File: src/rtl/uart_tx_sched.sv
// Transmit scheduler: round-robin arbitration of two byte producers into a ring
// buffer, with an FSM that drives the uart_tx start/busy handshake and retries.
module uart_tx_sched #(
    parameter int DEPTH_LOG2  = 4,
    parameter int ACK_TIMEOUT = 4
) (
    input  logic                  clk,
    input  logic                  rst,
    input  logic                  req0_valid,
    input  logic [7:0]            req0_data,
    output logic                  req0_ready,
    input  logic                  req1_valid,
    input  logic [7:0]            req1_data,
    output logic                  req1_ready,
    output logic [7:0]            tx_data,
    output logic                  tx_start,
    input  logic                  tx_busy,
    output logic [DEPTH_LOG2:0]   count,
    output logic                  empty,
    output logic                  full,
    output logic                  idle,
    output logic [15:0]           sent_cnt
);
    localparam int DEPTH = 1 << DEPTH_LOG2;
    localparam logic [DEPTH_LOG2:0] FULL_CNT = (DEPTH_LOG2 + 1)'(DEPTH);
    localparam int TO_W = (ACK_TIMEOUT > 1) ? $clog2(ACK_TIMEOUT) : 1;
    localparam logic [TO_W-1:0] TO_LAST = TO_W'(ACK_TIMEOUT - 1);

    typedef enum logic [1:0] {
        S_IDLE,
        S_LAUNCH,
        S_ACK,
        S_DRAIN
    } state_t;

    state_t                r_state;
    state_t                w_next;
    logic [7:0]            r_mem [DEPTH];
    logic [DEPTH_LOG2-1:0] r_wr_ptr;
    logic [DEPTH_LOG2-1:0] r_rd_ptr;
    logic [DEPTH_LOG2:0]   r_count;
    logic                  r_last;
    logic [TO_W-1:0]       r_to_cnt;
    logic [7:0]            r_tx_data;
    logic [15:0]           r_sent_cnt;

    logic                  w_full;
    logic                  w_empty;
    logic                  w_gnt0;
    logic                  w_gnt1;
    logic                  w_push;
    logic [7:0]            w_push_data;
    logic                  w_pop;
    logic                  w_load;
    logic                  w_to_inc;

    assign w_full  = (r_count == FULL_CNT);
    assign w_empty = (r_count == '0);

    // r_last names the port granted most recently; a tie goes to the other one.
    always_comb begin
        w_gnt0 = 1'b0;
        w_gnt1 = 1'b0;
        if (!w_full) begin
            if (req0_valid && req1_valid) begin
                w_gnt0 = r_last;
                w_gnt1 = !r_last;
            end else begin
                w_gnt0 = req0_valid;
                w_gnt1 = req1_valid;
            end
        end
    end

    assign w_push      = w_gnt0 | w_gnt1;
    assign w_push_data = w_gnt1 ? req1_data : req0_data;

    always_comb begin
        w_next   = r_state;
        w_load   = 1'b0;
        w_to_inc = 1'b0;
        w_pop    = 1'b0;
        case (r_state)
            S_IDLE: begin
                if (!w_empty && !tx_busy) begin
                    w_next = S_LAUNCH;
                    w_load = 1'b1;
                end
            end
            S_LAUNCH: w_next = S_ACK;
            S_ACK: begin
                if (tx_busy) begin
                    w_next = S_DRAIN;
                end else if (r_to_cnt == TO_LAST) begin
                    w_next = S_LAUNCH;
                end else begin
                    w_to_inc = 1'b1;
                end
            end
            S_DRAIN: begin
                if (!tx_busy) begin
                    w_pop  = 1'b1;
                    w_next = S_IDLE;
                end
            end
            default: w_next = S_IDLE;
        endcase
    end

    always_ff @(posedge clk or posedge rst) begin
        if (rst) begin
            r_state <= S_IDLE;
        end else begin
            r_state <= w_next;
        end
    end

    // Timeout counter only runs while waiting in ACK; it idles at zero otherwise.
    always_ff @(posedge clk or posedge rst) begin
        if (rst) begin
            r_to_cnt <= '0;
        end else if (w_to_inc) begin
            r_to_cnt <= r_to_cnt + TO_W'(1);
        end else begin
            r_to_cnt <= '0;
        end
    end

    always_ff @(posedge clk or posedge rst) begin
        if (rst) begin
            r_wr_ptr   <= '0;
            r_rd_ptr   <= '0;
            r_count    <= '0;
            r_last     <= 1'b1;
            r_tx_data  <= 8'h00;
            r_sent_cnt <= 16'h0000;
        end else begin
            if (w_push) begin
                r_wr_ptr <= r_wr_ptr + DEPTH_LOG2'(1);
                r_last   <= w_gnt1;
            end
            if (w_pop) begin
                r_rd_ptr   <= r_rd_ptr + DEPTH_LOG2'(1);
                r_sent_cnt <= r_sent_cnt + 16'd1;
            end
            case ({w_push, w_pop})
                2'b10:   r_count <= r_count + (DEPTH_LOG2 + 1)'(1);
                2'b01:   r_count <= r_count - (DEPTH_LOG2 + 1)'(1);
                default: r_count <= r_count;
            endcase
            if (w_load) begin
                r_tx_data <= r_mem[r_rd_ptr];
            end
        end
    end

    // Buffer storage carries no reset; occupancy is tracked by the pointers.
    always_ff @(posedge clk) begin
        if (w_push) begin
            r_mem[r_wr_ptr] <= w_push_data;
        end
    end

    assign req0_ready = w_gnt0;
    assign req1_ready = w_gnt1;
    assign tx_data    = r_tx_data;
    assign tx_start   = (r_state == S_LAUNCH);
    assign count      = r_count;
    assign empty      = w_empty;
    assign full       = w_full;
    assign idle       = w_empty && (r_state == S_IDLE);
    assign sent_cnt   = r_sent_cnt;

endmodule

File: config.mk
export PLATFORM = sky130hd
export DESIGN_NAME = uart_tx_sched
export DESIGN_NICKNAME = d
export VERILOG_FILES = /design/src/rtl/uart_tx_sched.sv
export SDC_FILE = /design/constraint.sdc
export NUM_CORES = 1
export LEC_CHECK = 0
export ABC_AREA = 0
export CAP_MARGIN = 20
export CORE_MARGIN = 5
export CORE_UTILIZATION = 50
export CTS_BUF_LIST = sky130_fd_sc_hd__clkbuf_4
export DETAILED_ROUTE_END_ITERATION = 8
export GPL_TIMING_DRIVEN = 0
export PLACE_DENSITY = 0.77
export SETUP_SLACK_MARGIN = 0.02
export SKIP_LAST_GASP = 1
export SYNTH_ARGS = -nofsm -noshare
export SYNTH_HDL_FRONTEND = slang
export SYNTH_SLANG_ARGS = --single-unit
File: constraint.sdc
create_clock -name clk -period 2.5 [get_ports clk]
set_input_delay 0.375 -clock clk [delete_from_list [all_inputs] [get_ports clk]]
set_output_delay 0.375 -clock clk [all_outputs]
set_load 0.1 [all_outputs]
# Word level (Yosys, flattened, before mapping)
# Memories as Yosys holds them, arrays and structs flattened. A register that Yosys moved wholly into a read port is not among the register bits.
# Cells that the tools add are included.
[word_totals] register_bits=34 ram_bits=128 input_bits=21 out_inout_bits=35 memories=1
[classes] addsub=6 n_eq_ne=10 n_mux=21 bitwise=1 reduce_logical=10
[mem_list] memory="r_mem" words=16 width=8 rd=1 rd_ports_with_merged_regs=1 write_ports=1 line_no="38" rtl="logic [7:0] r_mem [DEPTH];"
[op_table] cell="16-bit by 1-bit adder with 16-bit output, second input constant" n=1
[op_table] cell="1-bit two-way mux" n=13
[op_table] cell="2-bit two-way mux" n=5
[op_table] cell="5-bit one-hot mux with 2 select lines" n=1
[op_table] cell="4-bit by 1-bit adder with 4-bit output, second input constant" n=2
[op_table] cell="2-bit == test, second input constant" n=4
[op_table] cell="8-bit two-way mux" n=1
[op_table] cell="2-bit one-hot mux with 4 select lines" n=1
[op_table] cell="5-bit by 1-bit adder with 5-bit output, second input constant" n=1
[op_table] cell="5-bit == test, second input constant" n=1
[op_table] cell="5-bit logical NOT" n=1
[op_table] cell="5-bit by 1-bit subtractor with 5-bit output, second input constant" n=1
[op_table] cell="2-bit by 1-bit == test with 1-bit output, second input constant" n=2
[op_table] cell="2-bit != test, second input constant" n=2
[op_table] cell="1-bit logical AND" n=3
[op_table] cell="1-bit logical NOT" n=3
[op_table] cell="3-bit != test, second input constant" n=1
[op_table] cell="3-bit AND reduction" n=1
[op_table] cell="2-bit by 1-bit adder with 2-bit output, second input constant" n=1
[op_table] cell="2-bit logical NOT" n=1
[op_table] cell="2-bit nonzero test" n=1
[op_table] cell="1-bit OR" n=1

# Logic depth before layout (Yosys ltp)
[depth] ltp_word=6 mapped_depth=12

# Least setup slack after synthesis
# No wires, ideal clock.
[synth_timing] path_type="register to output" start="register r_count[2], in the netlist count[2]" end="output idle" t_arrival_ns=3.620 slack_ns=-1.495 stages_incl_launch_ff=5 cell_sequence="dfrtp_1 buf_2 nor4_4 nand2_1 nor3_1"
[synth_via] elab_chain_len=2
[synth_rtl] item="start: declaration" line_no="41" rtl="logic [DEPTH_LOG2:0] r_count;"
[synth_rtl] item="start signal: assignment" line_no="147" rtl="2'b10: r_count <= r_count + (DEPTH_LOG2 + 1)'(1);"
[synth_rtl] item="start signal: assignment" line_no="148" rtl="2'b01: r_count <= r_count - (DEPTH_LOG2 + 1)'(1);"
[synth_rtl] item="start signal: assignment" line_no="149" rtl="default: r_count <= r_count;"
[synth_rtl] item="5-bit logical NOT" line_no="58" rtl="assign w_empty = (r_count == '0);"
[synth_rtl] item="1-bit logical AND" line_no="171" rtl="assign idle = w_empty && (r_state == S_IDLE);"
[synth_rtl] item="end: declaration" line_no="21" rtl="output logic idle,"
# No other way between the ends.

# Final worst setup path
[layout_timing] start="register r_count[1], in the netlist count[1]" end="register r_count[4], in the netlist count[4]"
[layout_via] elab_chain_len=5 word_cells_on_any_way=10 classes_between="add/sub (2); eq/ne (3); mux (3); bitwise (1); reduce/logical (1)"
[layout_rtl] item="5-bit == test" line_no="57" rtl="assign w_full = (r_count == FULL_CNT);"
[layout_rtl] item="1-bit two-way mux" line_no="64" rtl="if (!w_full) begin"
[layout_rtl] item="1-bit OR" line_no="75" rtl="assign w_push = w_gnt0 | w_gnt1;"
[layout_rtl] item="2-bit by 1-bit == test with 1-bit output or 2-bit == test (tied branches)" line_no="146" rtl="case ({w_push, w_pop})"
[layout_rtl] item="5-bit one-hot mux with 2 select lines or 2-bit nonzero test (tied branches)"
# Several ways; a longest one is shown, not always the timed one.
# A chain may end at the register's enable or synchronous reset.

==> impl_summary.log <==
[metrics] result of the run: complete, no violations
[metrics] register clock-pin slew on the reported worst setup and hold paths: 140 ps
[metrics] average size of a mapped cell: approximately 17 sq um
[metrics] Crit Path Category: reg -> reg
[metrics] number of design rule violations left after detail routing: 0
[metrics] Finished Core Util: between 60 and 70%
[metrics] part of the power in the clock network: 16.5%
[metrics] vias per inst: between 5 and 6
[metrics] fraction of the mapped netlist area in adder cells: under 10%
[metrics] num ports: 56
[metrics] CTS H-Tree Depth: 4
[metrics] clock tree from TritonCTS: done
[metrics] drt wl/cell: roughly 20 um
[metrics] count of antenna diodes in the layout: 0
[metrics] Setup crit start kind: flop
[metrics] R2R Setup Slk: 80 ps
[metrics] combinational family with the most area after synthesis: multiplexers
[metrics] Final Wtd Congestion: 0.738
[metrics] number of unique standard cell types used by synthesis: 46
[metrics] r2r worst-path depth: 12
[metrics] portion of the post-synthesis area used by sequential elements: between 60% and 70%
[metrics] transition time at the pin with the least slew margin: about 980 ps
[metrics] total setup violations reported at the end of the flow: 0
[metrics] maximum number of pins on one net before global-route repair: between 40 and 50
[metrics] clk sink count: 170
[metrics] fraction of synthesized area in multiplexers: between 10% and 20%
[metrics] wire length of the first global-routing pass: between 20 and 25 mm
[metrics] IO buf count: 55
[metrics] number of hold buffers added after cts: 0
[metrics] power share of the sequential group: between 40% and 50%
[metrics] Synth Area in Simple Gates: approximately 6.1%
[metrics] compound-cell area share of the yosys netlist: around 3.5%
[metrics] area growth from synthesis to layout: 18.9%
[metrics] initial antenna violation count: 0
[metrics] number of CTS-inserted buffers: 17
[metrics] share of final-layout standard cells stronger than drive strength 1: 25.4%
[metrics] count leader, synth: sky130_fd_sc_hd__edfxtp_1
[metrics] most frequent cells after synthesis: sky130_fd_sc_hd__edfxtp_1 (128), sky130_fd_sc_hd__dfrtp_1 (41), sky130_fd_sc_hd__nand2_1 (26), sky130_fd_sc_hd__nor2_1 (20)
[metrics] total wire length: between 10 and 15 mm
[metrics] worst reg2reg path startpoint: count[1]$_DFFE_PP0P_
[metrics] r2r endpoint: count[4]$_DFFE_PP0P_
[metrics] hpwl dp: about 9.3 mm
[metrics] dominant cells by area after synthesis: sky130_fd_sc_hd__edfxtp_1 (54%), sky130_fd_sc_hd__dfrtp_1 (15%), sky130_fd_sc_hd__mux4_2 (6.1%)
[metrics] Psw: 3.92 mW
[metrics] final setup skew: 24.5 ps
[metrics] detailed-route via count: 3981
[metrics] type of the most critical hold path: in -> async
[metrics] DRT Pass-1 Iters: 4
[metrics] area share of the largest cell type after synthesis: 54.4%
[metrics] Ys Warns: 0
[metrics] fraction of power spent switching nets: 40.0%
[metrics] proportion of synthesized flip-flops having asynchronous set or reset: 24.7%
[metrics] global router's overall resource usage: between 10% and 20%
[metrics] Comb power frac: between 40% and 50%
[metrics] number of core rows: 43
[metrics] count of endpoints failing hold in the final timing report: 0
[metrics] Max Fanout on Critical Path: 6
[metrics] worst-case headroom to the max-slew limit: between 30% and 40%
[metrics] effective utilization at floorplan: between 50% and 60%
[metrics] arrival time at the worst endpoint: between 2000 and 3000 ps
[metrics] post-synthesis register bit count: 170
[metrics] worst endpoint required time: a little under 3000 ps
[metrics] internal portion of total power: slightly below 6 mW
[metrics] number of enable-type register cells in the synthesized netlist: about 130
[metrics] Peak Freq: a little over 400 MHz
[metrics] antenna viol nets, final: 0
[metrics] Worst-Skew Late Latency: 560 ps
[metrics] endpoint type of the worst setup path: flop
[metrics] Netlist Area Pre-Place: slightly above 7000 sq um
[metrics] Die X: approximately 130 um
[metrics] leakage power figure: ~3.1 nW
[metrics] die span in y: between 100 and 150 um
[metrics] full die area: 16600 sq um
[metrics] count of routing violations after the opening detailed-route iteration: around 480
[metrics] fin crit share: 96.7%
[metrics] deepest clock path buffer count: 2
[metrics] total power per unit cell area: 1170 nW/um^2
[metrics] grt ovf: 0
[metrics] count of pins over their slew limit: 0
[metrics] cell accounting for the most synthesized area: sky130_fd_sc_hd__edfxtp_1
[metrics] area of the core region: 13900 sq um
[metrics] master cell of the clock root buffer: sky130_fd_sc_hd__clkbuf_4
[metrics] synthesized instance count: just over 400
[metrics] number of global-route vias before repair: 4053
[metrics] non-filler instance count after layout: 704
[metrics] area share of xor/xnor cells in the synthesized design: 3.47%
[metrics] MaxCap Viol Count: 0
[metrics] Post-synth top flop: sky130_fd_sc_hd__edfxtp_1
[metrics] worst IR drop on VDD: approximately 460 uV
[metrics] total placed cells including tap cells: 650
[metrics] post-layout min period: approximately 2400 ps
[metrics] Layout Nets: between 500 and 600
[metrics] synthesized net count: 442
final cells by class:
cell class              instances  area, sq um
flip-flops and latches        170         4910
clock buffers                  19          143
repair buffers                 83          731
inverters                      13         52.6
multi-input cells             210         2080
well taps                     180          225
plain buffers                  16          113
fillers                      1021         5480
clock inverters                13          153
cell usage in the layout, fill, tap and decap left out, types with 11 or more instances in the layout:
cell                              netlist  layout
sky130_fd_sc_hd__buf_4                  3      32
sky130_fd_sc_hd__edfxtp_1             128     128
sky130_fd_sc_hd__dlygate4sd2_1          0      29
sky130_fd_sc_hd__a21oi_1               12      11
sky130_fd_sc_hd__xnor2_1               19      19
sky130_fd_sc_hd__mux4_2                19      19
sky130_fd_sc_hd__nand2_1               26      24
sky130_fd_sc_hd__dfrtp_1               41      37
sky130_fd_sc_hd__clkbuf_4               0      19
sky130_fd_sc_hd__mux2_2                17      17
sky130_fd_sc_hd__o22ai_1               16      16
sky130_fd_sc_hd__nor2_1                20      20
sky130_fd_sc_hd__clkdlybuf4s50_1        0      20
sky130_fd_sc_hd__mux4_1                13      13
what timing repair did:
action	CTS	global route
endpoints found under the setup margin	37	13
pin swaps	8	10
setup buffers	10	14
gates resized for setup	73	5
per-stage QoR:
step                      setup slack (ps)  area (sq um)  power (mW)  hold slack (ps)  TNS [ps]
after floorplan                      -94.7          7120        7.08              417      -156
after global placement                -468          7900        8.02              425    -16050
after detailed placement              -466          7930        8.16              457     -8270
after CTS                            -48.1          8300        9.75              313     -95.5
after global routing                 -11.4          8400        10.3              368     -11.4
final                                 82.0          8400        9.80              327         0
critical path: stages (launching register included):
cell and delay, ps:
sky130_fd_sc_hd__dfrtp_4 530, sky130_fd_sc_hd__nor4_4 290, sky130_fd_sc_hd__buf_4 190, sky130_fd_sc_hd__a21oi_4 70, sky130_fd_sc_hd__inv_2 90, sky130_fd_sc_hd__ha_4 130, sky130_fd_sc_hd__clkbuf_8 120, sky130_fd_sc_hd__xor2_1 140
sky130_fd_sc_hd__ha_2 230, sky130_fd_sc_hd__inv_2 50, sky130_fd_sc_hd__a32oi_2 200, sky130_fd_sc_hd__a31oi_2 130, sky130_fd_sc_hd__xnor2_1 150
sequential cells by signal (all words and copies together), names as in the netlist:
name / count
tx_data: 8
r_to_cnt: 2
r_state: 2
r_rd_ptr: 4
r_wr_ptr: 4
r_last: 1
r_mem: 128
count: 5
sent_cnt: 16
kinds of logic after synthesis:
group                    count (synthesis)
AND/OR/NAND/NOR                         83
adder cells (fa/ha/maj)                 10
buffers and inverters                   31
AO/OA/AOI/OAI                           40
XOR/XNOR                                28
flip-flops                             170
multiplexers                            49
power by group through the flow:
stage               registers (mW)  clock network, mW  logic (mW)
floorplan                     4.93                  0        2.15
CTS                           3.98               1.64        4.13
global route                  4.04               1.77        4.49
detailed placement            4.04                  0        4.11
finish                        3.99               1.61        4.20
global placement              4.01                  0        4.01
how the worst max path moves through the flow:
stage | from | depth (start not counted) | slack (ps) | to
6_report | count[1]$_DFFE_PP0P_ | 12 | 80 | count[4]$_DFFE_PP0P_
2_1_floorplan | count[1]$_DFFE_PP0P_ | 12 | -90 | count[4]$_DFFE_PP0P_
3_5_place_dp | count[1]$_DFFE_PP0P_ | 6 | -470 | req1_ready
5_1_grt | count[3]$_DFFE_PP0P_ | 12 | -10 | count[4]$_DFFE_PP0P_
3_3_place_gp | req1_valid | 5 | -470 | r_mem[3][5]$_DFFE_PP_
4_1_cts | count[2]$_DFFE_PP0P_ | 6 | -50 | req1_ready
routing by layer:
layer	vias up	global-route usage, %	part of all wire, %
li1	1800	-	-
met1	2008	23.9	41
met2	154	29.2	50
met3	19	4.19	7.4
met4	0	7.29	1.6
met5	-	0	0
Power figures use the tool's default switching activity.
